==> src/rtl/button_encoder.sv <==
// Four-button command encoder: synchronize, debounce, then gather presses inside a
// short chord window and emit a single-cycle command code (one-hot or confirm chord).
module button_encoder #(
    parameter int DEB_CYCLES   = 16,
    parameter int CHORD_CYCLES = 8
) (
    input  logic       clk,
    input  logic       rst,
    input  logic [3:0] btn_raw,
    output logic [3:0] control,
    output logic [3:0] btn_level,
    output logic       reject,
    output logic [1:0] dbg_state
);

    localparam int DCW = $clog2(DEB_CYCLES) + 1;
    localparam int TW  = $clog2(CHORD_CYCLES) + 1;

    typedef enum logic [1:0] {
        IDLE     = 2'd0,
        COLLECT  = 2'd1,
        EMIT     = 2'd2,
        WAIT_REL = 2'd3
    } state_t;

    state_t         state_q, state_d;
    logic [3:0]     sync1_q, sync2_q;
    logic [3:0]     level_q, prev_q;
    logic [DCW-1:0] cnt_q [4];
    logic [3:0]     mask_q, mask_d;
    logic [TW-1:0]  timer_q, timer_d;
    logic [3:0]     control_q, control_d;
    logic           reject_q, reject_d;
    logic [3:0]     rise;
    logic           mask_ok;

    // Synchronizer and per-bit debounce; a level flips only after DEB_CYCLES
    // consecutive disagreeing samples, any agreeing sample restarts the count.
    always_ff @(posedge clk) begin
        if (rst) begin
            sync1_q <= '0;
            sync2_q <= '0;
            level_q <= '0;
            prev_q  <= '0;
            for (int i = 0; i < 4; i++) begin
                cnt_q[i] <= '0;
            end
        end else begin
            sync1_q <= btn_raw;
            sync2_q <= sync1_q;
            prev_q  <= level_q;
            for (int i = 0; i < 4; i++) begin
                if (sync2_q[i] == level_q[i]) begin
                    cnt_q[i] <= '0;
                end else if (cnt_q[i] == DCW'(DEB_CYCLES - 1)) begin
                    cnt_q[i]   <= '0;
                    level_q[i] <= ~level_q[i];
                end else begin
                    cnt_q[i] <= cnt_q[i] + 1'b1;
                end
            end
        end
    end

    assign rise = level_q & ~prev_q;

    always_ff @(posedge clk) begin
        if (rst) begin
            state_q   <= IDLE;
            mask_q    <= '0;
            timer_q   <= '0;
            control_q <= '0;
            reject_q  <= 1'b0;
        end else begin
            state_q   <= state_d;
            mask_q    <= mask_d;
            timer_q   <= timer_d;
            control_q <= control_d;
            reject_q  <= reject_d;
        end
    end

    // Timer holds on the exit cycle so it never counts past CHORD_CYCLES-1.
    always_comb begin
        state_d = state_q;
        mask_d  = mask_q;
        timer_d = timer_q;
        case (state_q)
            IDLE: begin
                if (rise != 4'd0) begin
                    mask_d  = rise;
                    timer_d = '0;
                    state_d = COLLECT;
                end
            end
            COLLECT: begin
                mask_d = mask_q | rise;
                if (mask_d == 4'hF || timer_q == TW'(CHORD_CYCLES - 1)) begin
                    state_d = EMIT;
                end else begin
                    timer_d = timer_q + 1'b1;
                end
            end
            EMIT: begin
                state_d = WAIT_REL;
            end
            WAIT_REL: begin
                if (level_q == 4'd0) begin
                    state_d = IDLE;
                end
            end
            default: begin
                state_d = IDLE;
            end
        endcase
    end

    // Outputs are registered alongside the EMIT state so they pulse for exactly that cycle.
    always_comb begin
        mask_ok   = (mask_d == 4'hF) ||
                    ((mask_d != 4'd0) && ((mask_d & (mask_d - 4'd1)) == 4'd0));
        control_d = 4'd0;
        reject_d  = 1'b0;
        if (state_d == EMIT) begin
            if (mask_ok) begin
                control_d = mask_d;
            end else begin
                reject_d = 1'b1;
            end
        end
    end

    assign control   = control_q;
    assign btn_level = level_q;
    assign reject    = reject_q;
    assign dbg_state = state_q;

endmodule

==> config.mk <==
export PLATFORM = sky130hd
export DESIGN_NAME = button_encoder
export DESIGN_NICKNAME = d
export VERILOG_FILES = /design/src/rtl/button_encoder.sv
export SDC_FILE = /design/constraint.sdc
export NUM_CORES = 1
export LEC_CHECK = 0
export BUFFER_PORTS_ARGS = -buffer_cell sky130_fd_sc_hd__buf_2
export CAP_MARGIN = 20
export CORE_MARGIN = 1.5
export CORE_UTILIZATION = 31
export CTS_CLUSTER_DIAMETER = 60
export DETAILED_ROUTE_END_ITERATION = 16
export GPL_ROUTABILITY_DRIVEN = 0
export SLEW_MARGIN = 40
export SYNTH_ARGS = -nofsm -noshare
export SYNTH_HDL_FRONTEND = slang
export SYNTH_SLANG_ARGS = --single-unit
export TNS_END_PERCENT = 50
==> constraint.sdc <==
create_clock -name clk -period 1.8 [get_ports clk]
set_input_delay 0.36 -clock clk [delete_from_list [all_inputs] [get_ports clk]]
set_output_delay 0.36 -clock clk [all_outputs]
set_load 0.05 [all_outputs]
==> impl_metrics.toml, run 1 <==
[clock_network]
numCtsBuffers = 5
holdBufCountCts = 0
htree_num_levels = 2
cts.sinks = 51
root_buffer = "sky130_fd_sc_hd__clkbuf_8"
clockBufferDepth = 2
worstSkewPairLatency_ns = 0.30
cts.clk_slew.worst_paths_ns = 0.09
tritoncts = "built"

[sta]
setup_violations = 0
finalMaxSlewViolations = 0
timing.final.hold_violations = 0
layout_min_cycle_time_ns = 1.71
clock.fmax_mhz = 583
post-route-period-util_pct = 95.2
setup_slack_ns = 0.0859
holdWs_ns = 0.261
setup_total_negative_slack_ns = 0
worst_clock_skew_ns = 0.00272
grt_setup_unrepaired = "no"

[synth]
yosys_warnings = 0
async_flop_share_pct = 0
synth_top_area_share_pct = 27.1
synthesis.instances = 205
yosys-top-cells-count = "sky130_fd_sc_hd__nor2_1, sky130_fd_sc_hd__dfxtp_1, sky130_fd_sc_hd__edfxtp_1"
ys.flop_type = "sky130_fd_sc_hd__dfxtp_1"
synth_enable_flop_cells = 20
synth-seq-area-share_pct = 53.3
postSynthRegisterBits = 51
syn_area_mm2 = 0.00229
avgSynthCellArea_um2 = 11.2
dominant_cell_by_count_in_the_synthesized_netlist = "sky130_fd_sc_hd__nor2_1"
yosysTopAreaCell = "sky130_fd_sc_hd__dfxtp_1"
yosys-top-cells-area = "sky130_fd_sc_hd__dfxtp_1, sky130_fd_sc_hd__edfxtp_1, sky130_fd_sc_hd__nor2_1"
ys_types = 43

[worst_setup_path]
rr_startpoint = "cnt_q[0][0]"
cp_slowest_cell = "sky130_fd_sc_hd__edfxtp_1"
max_stage_delay_on_crit_path_ns = 0.42
crit_arrival_ns = 1.88
critPathCaptureType = "flip-flop"
cp-startpoint = "cnt_q[0][0]"
cp_cell_sequence = "ha_1 > and3_1 > ha_1 > or3_4 > nor2_1"
path_common_cell = "sky130_fd_sc_hd__ha_1"
crit_path_start_kind = "flip-flop"
timing.rr.end = "cnt_q[0][2]"
r2r.worst_path.cells = 5
critical_setup_path_class = "reg2reg"
cp.required_ns = 1.97
worstPathMaxFanout = 5
setup.reg_to_reg.worst_slack_ns = 0.09
crit_path_end = "cnt_q[0][2]"

[grt]
grt_pass1_wl_mm = 6.18
number_of_global_route_vias_before_repair = 1410
busiest_metal_layer_after_global_routing = "met2"
globalRouteTotalUtil_pct = 10.4
grt_overflow = 0
globalRouteMet2Util_pct = 17.5
gr-usage-met1_pct = 12.3
grt_start_max_net_pins = 27
grt_util_met3_pct = 3.05
grt_antenna_before_repair = 0

[die]
chipWidth_um = 89.0
initial_utilization_pct = 31.8
ioPinCount = 17
fp-row-count = 31
placeableCoreArea_mm2 = 0.00721
die_h_um = 89.0
floorplan.die_area_mm2 = 0.00791

[finish]
syn2layout_area_growth_pct = 19.2
antenna_cells_inserted = 0
drive_above_1_share_pct = 22.2
fill_cells = 765
design.final.nets = 266
register_area_mm2 = 0.00123
multi_input_area_mm2 = 0.00110

[drt]
route.vias.total = 1513
ant_nets = 0
first_pass_iters = 2
avgViaCountPerCell = 4.31
drt_first_iter_violations = 33
routed_wire_length_per_instance_um = 10.3
drt_wl_total_mm = 3.62
drc = 0

[run_status]
run_status = "finished clean"

[min_path]
worstHoldPathType = "in2reg"

[placement]
io_buffer_count = 16
dp_worst_setup_slack_ns = 0.0500
detailedPlacementHpwl_mm = 2.67

[flow_run]
cap_violations = 0

[power]
leakage_nw = 1.09
vdd.ir_drop.worst_mv = 0.528
power.density_cell_area_mw_per_mm2 = 716
[critical path, delay by kind of cell, from the launching register on]
kind	cells	cell delay, ns
AND/OR/NAND/NOR	3	0.71
adder cells (fa/ha/maj)	2	0.45
flip-flops	1	0.42
[routing by layer]
layer | vias to the layer above | wire length, um | part of all wire, %
li1 | 786 | - | -
met1 | 703 | 1680 | 47
met2 | 15 | 1750 | 48
met3 | 9 | 115 | 3.2
met4 | 0 | 66 | 1.8
met5 | - | 0 | 0
[kinds of logic after synthesis]
kind of cell	after synthesis	share of synthesized area [%]
buf+inv	15	2.95
xor+xnor	14	5.35
flops	51	53.3
fa+ha+maj	9	4.92
mux	4	1.75
compound gates	28	12.6
other cells	1	0.164
simple gates	83	19.0
[flip-flops by register name, indices dropped and copies added, names as in the netlist]
signal / count
control: 4
cnt_q: 20
reject: 1
btn_level: 4
sync1_q: 4
timer_q: 4
prev_q: 4
dbg_state: 2
sync2_q: 4
mask_q: 4
[layout by cell type (no fill, tap or decap), types with 2 or more instances in the layout]
cell,instances
sky130_fd_sc_hd__conb_1,20
sky130_fd_sc_hd__a21o_1,2
sky130_fd_sc_hd__nand3_1,8
sky130_fd_sc_hd__a22oi_4,3
sky130_fd_sc_hd__a21oi_1,7
sky130_fd_sc_hd__or3_4,4
sky130_fd_sc_hd__clkbuf_8,5
sky130_fd_sc_hd__buf_4,8
sky130_fd_sc_hd__a211oi_1,2
sky130_fd_sc_hd__inv_1,10
sky130_fd_sc_hd__o31ai_4,3
sky130_fd_sc_hd__and3_1,4
sky130_fd_sc_hd__nor2_1,32
sky130_fd_sc_hd__edfxtp_1,20
sky130_fd_sc_hd__or3_1,2
sky130_fd_sc_hd__dfxtp_2,4
sky130_fd_sc_hd__mux2i_1,4
sky130_fd_sc_hd__nor3_1,4
sky130_fd_sc_hd__dfxtp_1,27
sky130_fd_sc_hd__xnor2_1,10
sky130_fd_sc_hd__ha_1,8
sky130_fd_sc_hd__nor2b_1,13
sky130_fd_sc_hd__and2_1,3
sky130_fd_sc_hd__nand2_1,3
sky130_fd_sc_hd__buf_2,16
sky130_fd_sc_hd__xor2_1,4
sky130_fd_sc_hd__and2b_4,2
[how the worst min path moves through the flow]
stage | start | endpoint | slack (ns) | cells past startpoint
after floorplan | sync1_q[0] | sync2_q[0] | 0.41 | 1
after global placement | sync1_q[3] | sync2_q[3] | 0.42 | 1
after detailed placement | sync1_q[0] | sync2_q[0] | 0.43 | 1
after CTS | btn_raw[1] | sync1_q[1] | 0.25 | 2
after global routing | btn_raw[0] | sync1_q[0] | 0.24 | 2
final | btn_raw[1] | sync1_q[1] | 0.26 | 2
[what timing repair did]
| item | in CTS | in global routing |
|---|---|---|
| endpoints found under the setup margin | 0 | 18 |
| endpoints found under the hold margin | 0 | 0 |
| gates resized for setup | 0 | 6 |
| buffers inserted | 0 | 0 |
[power breakdown]
group	leakage [nW]	internal [mW]	total (mW)	switching, mW
combinational	0.593	0.0335	0.0756	0.0421
clock	0.0412	0.272	0.639	0.367
sequential	0.460	1.23	1.24	0.0159
total	1.09	1.53	1.96	0.425
[through the flow]
step | utilization [%] | instance area [um^2] | power [mW] | std cells
6_report | 37.9 | 2730 | 1.96 | 351
3_3_place_gp | 36.3 | 2620 | 1.34 | 343
4_1_cts | 37.5 | 2710 | 2.00 | 351
5_1_grt | 37.9 | 2730 | 2.06 | 351
2_1_floorplan | - | 2370 | 1.32 | 224
3_5_place_dp | 36.3 | 2620 | 1.34 | 343
[final cells by class]
cell class	instances	area share [%]
clock inverters	2	0.458
clock buffers	6	2.66
inverters	10	1.37
multi-input cells	158	40.2
flip-flops and latches	51	44.9
well taps	99	4.54
repair buffers	25	5.86
(Power assumes the default switching activity.)
==> inputs of run 2 (changes only) <==
--- a/config.mk
+++ b/config.mk
@@ -12,6 +12,7 @@
 export CTS_CLUSTER_DIAMETER = 60
 export DETAILED_ROUTE_END_ITERATION = 16
 export GPL_ROUTABILITY_DRIVEN = 0
+export GPL_TIMING_DRIVEN = 0
 export SLEW_MARGIN = 40
 export SYNTH_ARGS = -nofsm -noshare
 export SYNTH_HDL_FRONTEND = slang
==> impl_metrics.toml, run 2 (synthesis results as in run 1) <==
[run_status]
run_status = "finished clean"

[die]
chipWidth_um = 89.0
floorplan.die_area_mm2 = 0.00791
initial_utilization_pct = 31.8
die_h_um = 89.0
ioPinCount = 17
fp-row-count = 31
placeableCoreArea_mm2 = 0.00721

[drt]
drt_wl_total_mm = 3.79
route.vias.total = 1527
drt_first_iter_violations = 53
drc = 0
first_pass_iters = 4
ant_nets = 0
avgViaCountPerCell = 4.28
routed_wire_length_per_instance_um = 10.6

[power]
p_int_mw = 1.53
power.density_cell_area_mw_per_mm2 = 697
vdd.ir_drop.worst_mv = 0.468
clkPwrFrac_pct = 32.8
power.share.sequential_pct = 63.2
switching_power_mw = 0.429
totalPowerFinal_mw = 1.96
leakage_nw = 1.12
swShare_pct = 21.9
pwr-share-comb_pct = 4.1

[finish]
antenna_cells_inserted = 0
layout_common_cells = "sky130_fd_sc_hd__nor2_1, sky130_fd_sc_hd__dfxtp_1, sky130_fd_sc_hd__edfxtp_1, sky130_fd_sc_hd__conb_1, sky130_fd_sc_hd__buf_2"
drive_above_1_share_pct = 24.0
syn2layout_area_growth_pct = 22.6
design.final.nets = 272
fill_cells = 735
largest_register_ffs = 20
commonest_non_fill_non_tap_cell_in_the_layout = "sky130_fd_sc_hd__nor2_1"
registers.top_by_ff_count = "cnt_q"
final_core_utilization_pct = 38.9
final_cell_count_no_fill = 357

[sta]
worstMarginPinSlew_ns = 0.579
layout_min_cycle_time_ns = 1.79
setup_total_negative_slack_ns = 0
timing.final.hold_violations = 0
grt_setup_unrepaired = "yes"
clock.fmax_mhz = 559
post-route-period-util_pct = 99.3
timing.max_slew.rel_slack_pct = 60.9
setup_violations = 0
finalMaxSlewViolations = 0
worst_clock_skew_ns = 0.00475

[min_path]
worstHoldPathType = "in2reg"
holdPathStages = 2

[clock_network]
tritoncts = "built"
holdBufCountCts = 0
numCtsBuffers = 5
root_buffer = "sky130_fd_sc_hd__clkbuf_8"
clockBufferDepth = 2
htree_num_levels = 2
cts.sinks = 51
cts.clk_slew.worst_paths_ns = 0.09
worstSkewPairLatency_ns = 0.30

[placement]
detailedPlacementHpwl_mm = 2.54
io_buffer_count = 16
dp_cells = 339

[worst_setup_path]
critical_setup_path_class = "reg2reg"
crit_path_start_kind = "flip-flop"
crit_arrival_ns = 2.01
max_stage_delay_on_crit_path_ns = 0.35
critPathCaptureType = "flip-flop"
worstPathMaxFanout = 5
cp_cell_sequence = "nor2b_1 > buf_4 > buf_12 > o31ai_4 > a22oi_4 > and2_4 > a21o_1 > a211oi_1"
r2r.worst_path.cells = 8
cp_slowest_cell = "sky130_fd_sc_hd__dfxtp_4"
cp.required_ns = 2.02

[grt]
grt_overflow = 0
number_of_global_route_vias_before_repair = 1469
grt_pass1_wl_mm = 6.31
grt_start_max_net_pins = 16
grt_antenna_before_repair = 0
globalRouteTotalUtil_pct = 10.4

[flow_run]
cap_violations = 0
-- run 2: cell type report --
class                   count  area [um^2]  area share [%]
clock inverters             2         12.5           0.445
multi-input cells         159         1130            40.4
flip-flops and latches     51         1230            43.9
plain buffers               5         33.8            1.20
clock buffers               6         72.6            2.58
inverters                  10         37.5            1.34
repair buffers             25          160            5.70
well taps                  99          124            4.41
-- run 2: worst max-delay path, delay by kind of cell, from the launching register on --
family	cells	cell delay, ns
buffers and inverters	2	0.30
flip-flops	1	0.35
AND/OR/NAND/NOR	2	0.30
AO/OA/AOI/OAI	4	0.75
-- run 2: through the flow --
step | hold WS, ns | setup WS, ns | instance area (um^2)
detailed placement | 0.426 | 0.0387 | 2570
global placement | 0.417 | 0.0635 | 2570
finish | 0.259 | 0.0119 | 2810
floorplan | 0.414 | 0.0169 | 2370
global route | 0.249 | -0.0513 | 2810
CTS | 0.246 | 0.0111 | 2660
-- run 2: power by group through the flow --
stage / registers (mW) / clock network, mW / logic (mW)
finish: 1.24 / 0.642 / 0.0794
global route: 1.24 / 0.720 / 0.0948
CTS: 1.24 / 0.678 / 0.0732
detailed placement: 1.27 / 0 / 0.0726
global placement: 1.27 / 0 / 0.0725
floorplan: 1.27 / 0 / 0.0552
-- run 2: layer usage --
metal	GRT usage, %	wire [um]	up-vias
met5	0	0	-
met4	4.48	63	0
met1	12.4	1850	703
li1	-	-	801
met2	17.3	1740	15
met3	3.32	140	8
-- run 2: what timing repair did --
item	in CTS	in global routing
setup endpoints to repair	0	25
buffers inserted	0	9
gates resized for setup	0	15
-- run 2: final timing paths --
kind / from / end / slack (ns)
setup reg to reg: btn_level[0] / reject / 0.01
hold / removal: btn_raw[3] / sync1_q[3] / 0.26
setup / recovery: btn_level[0] / reject / 0.01
hold reg to reg: sync1_q[1] / sync2_q[1] / 0.44
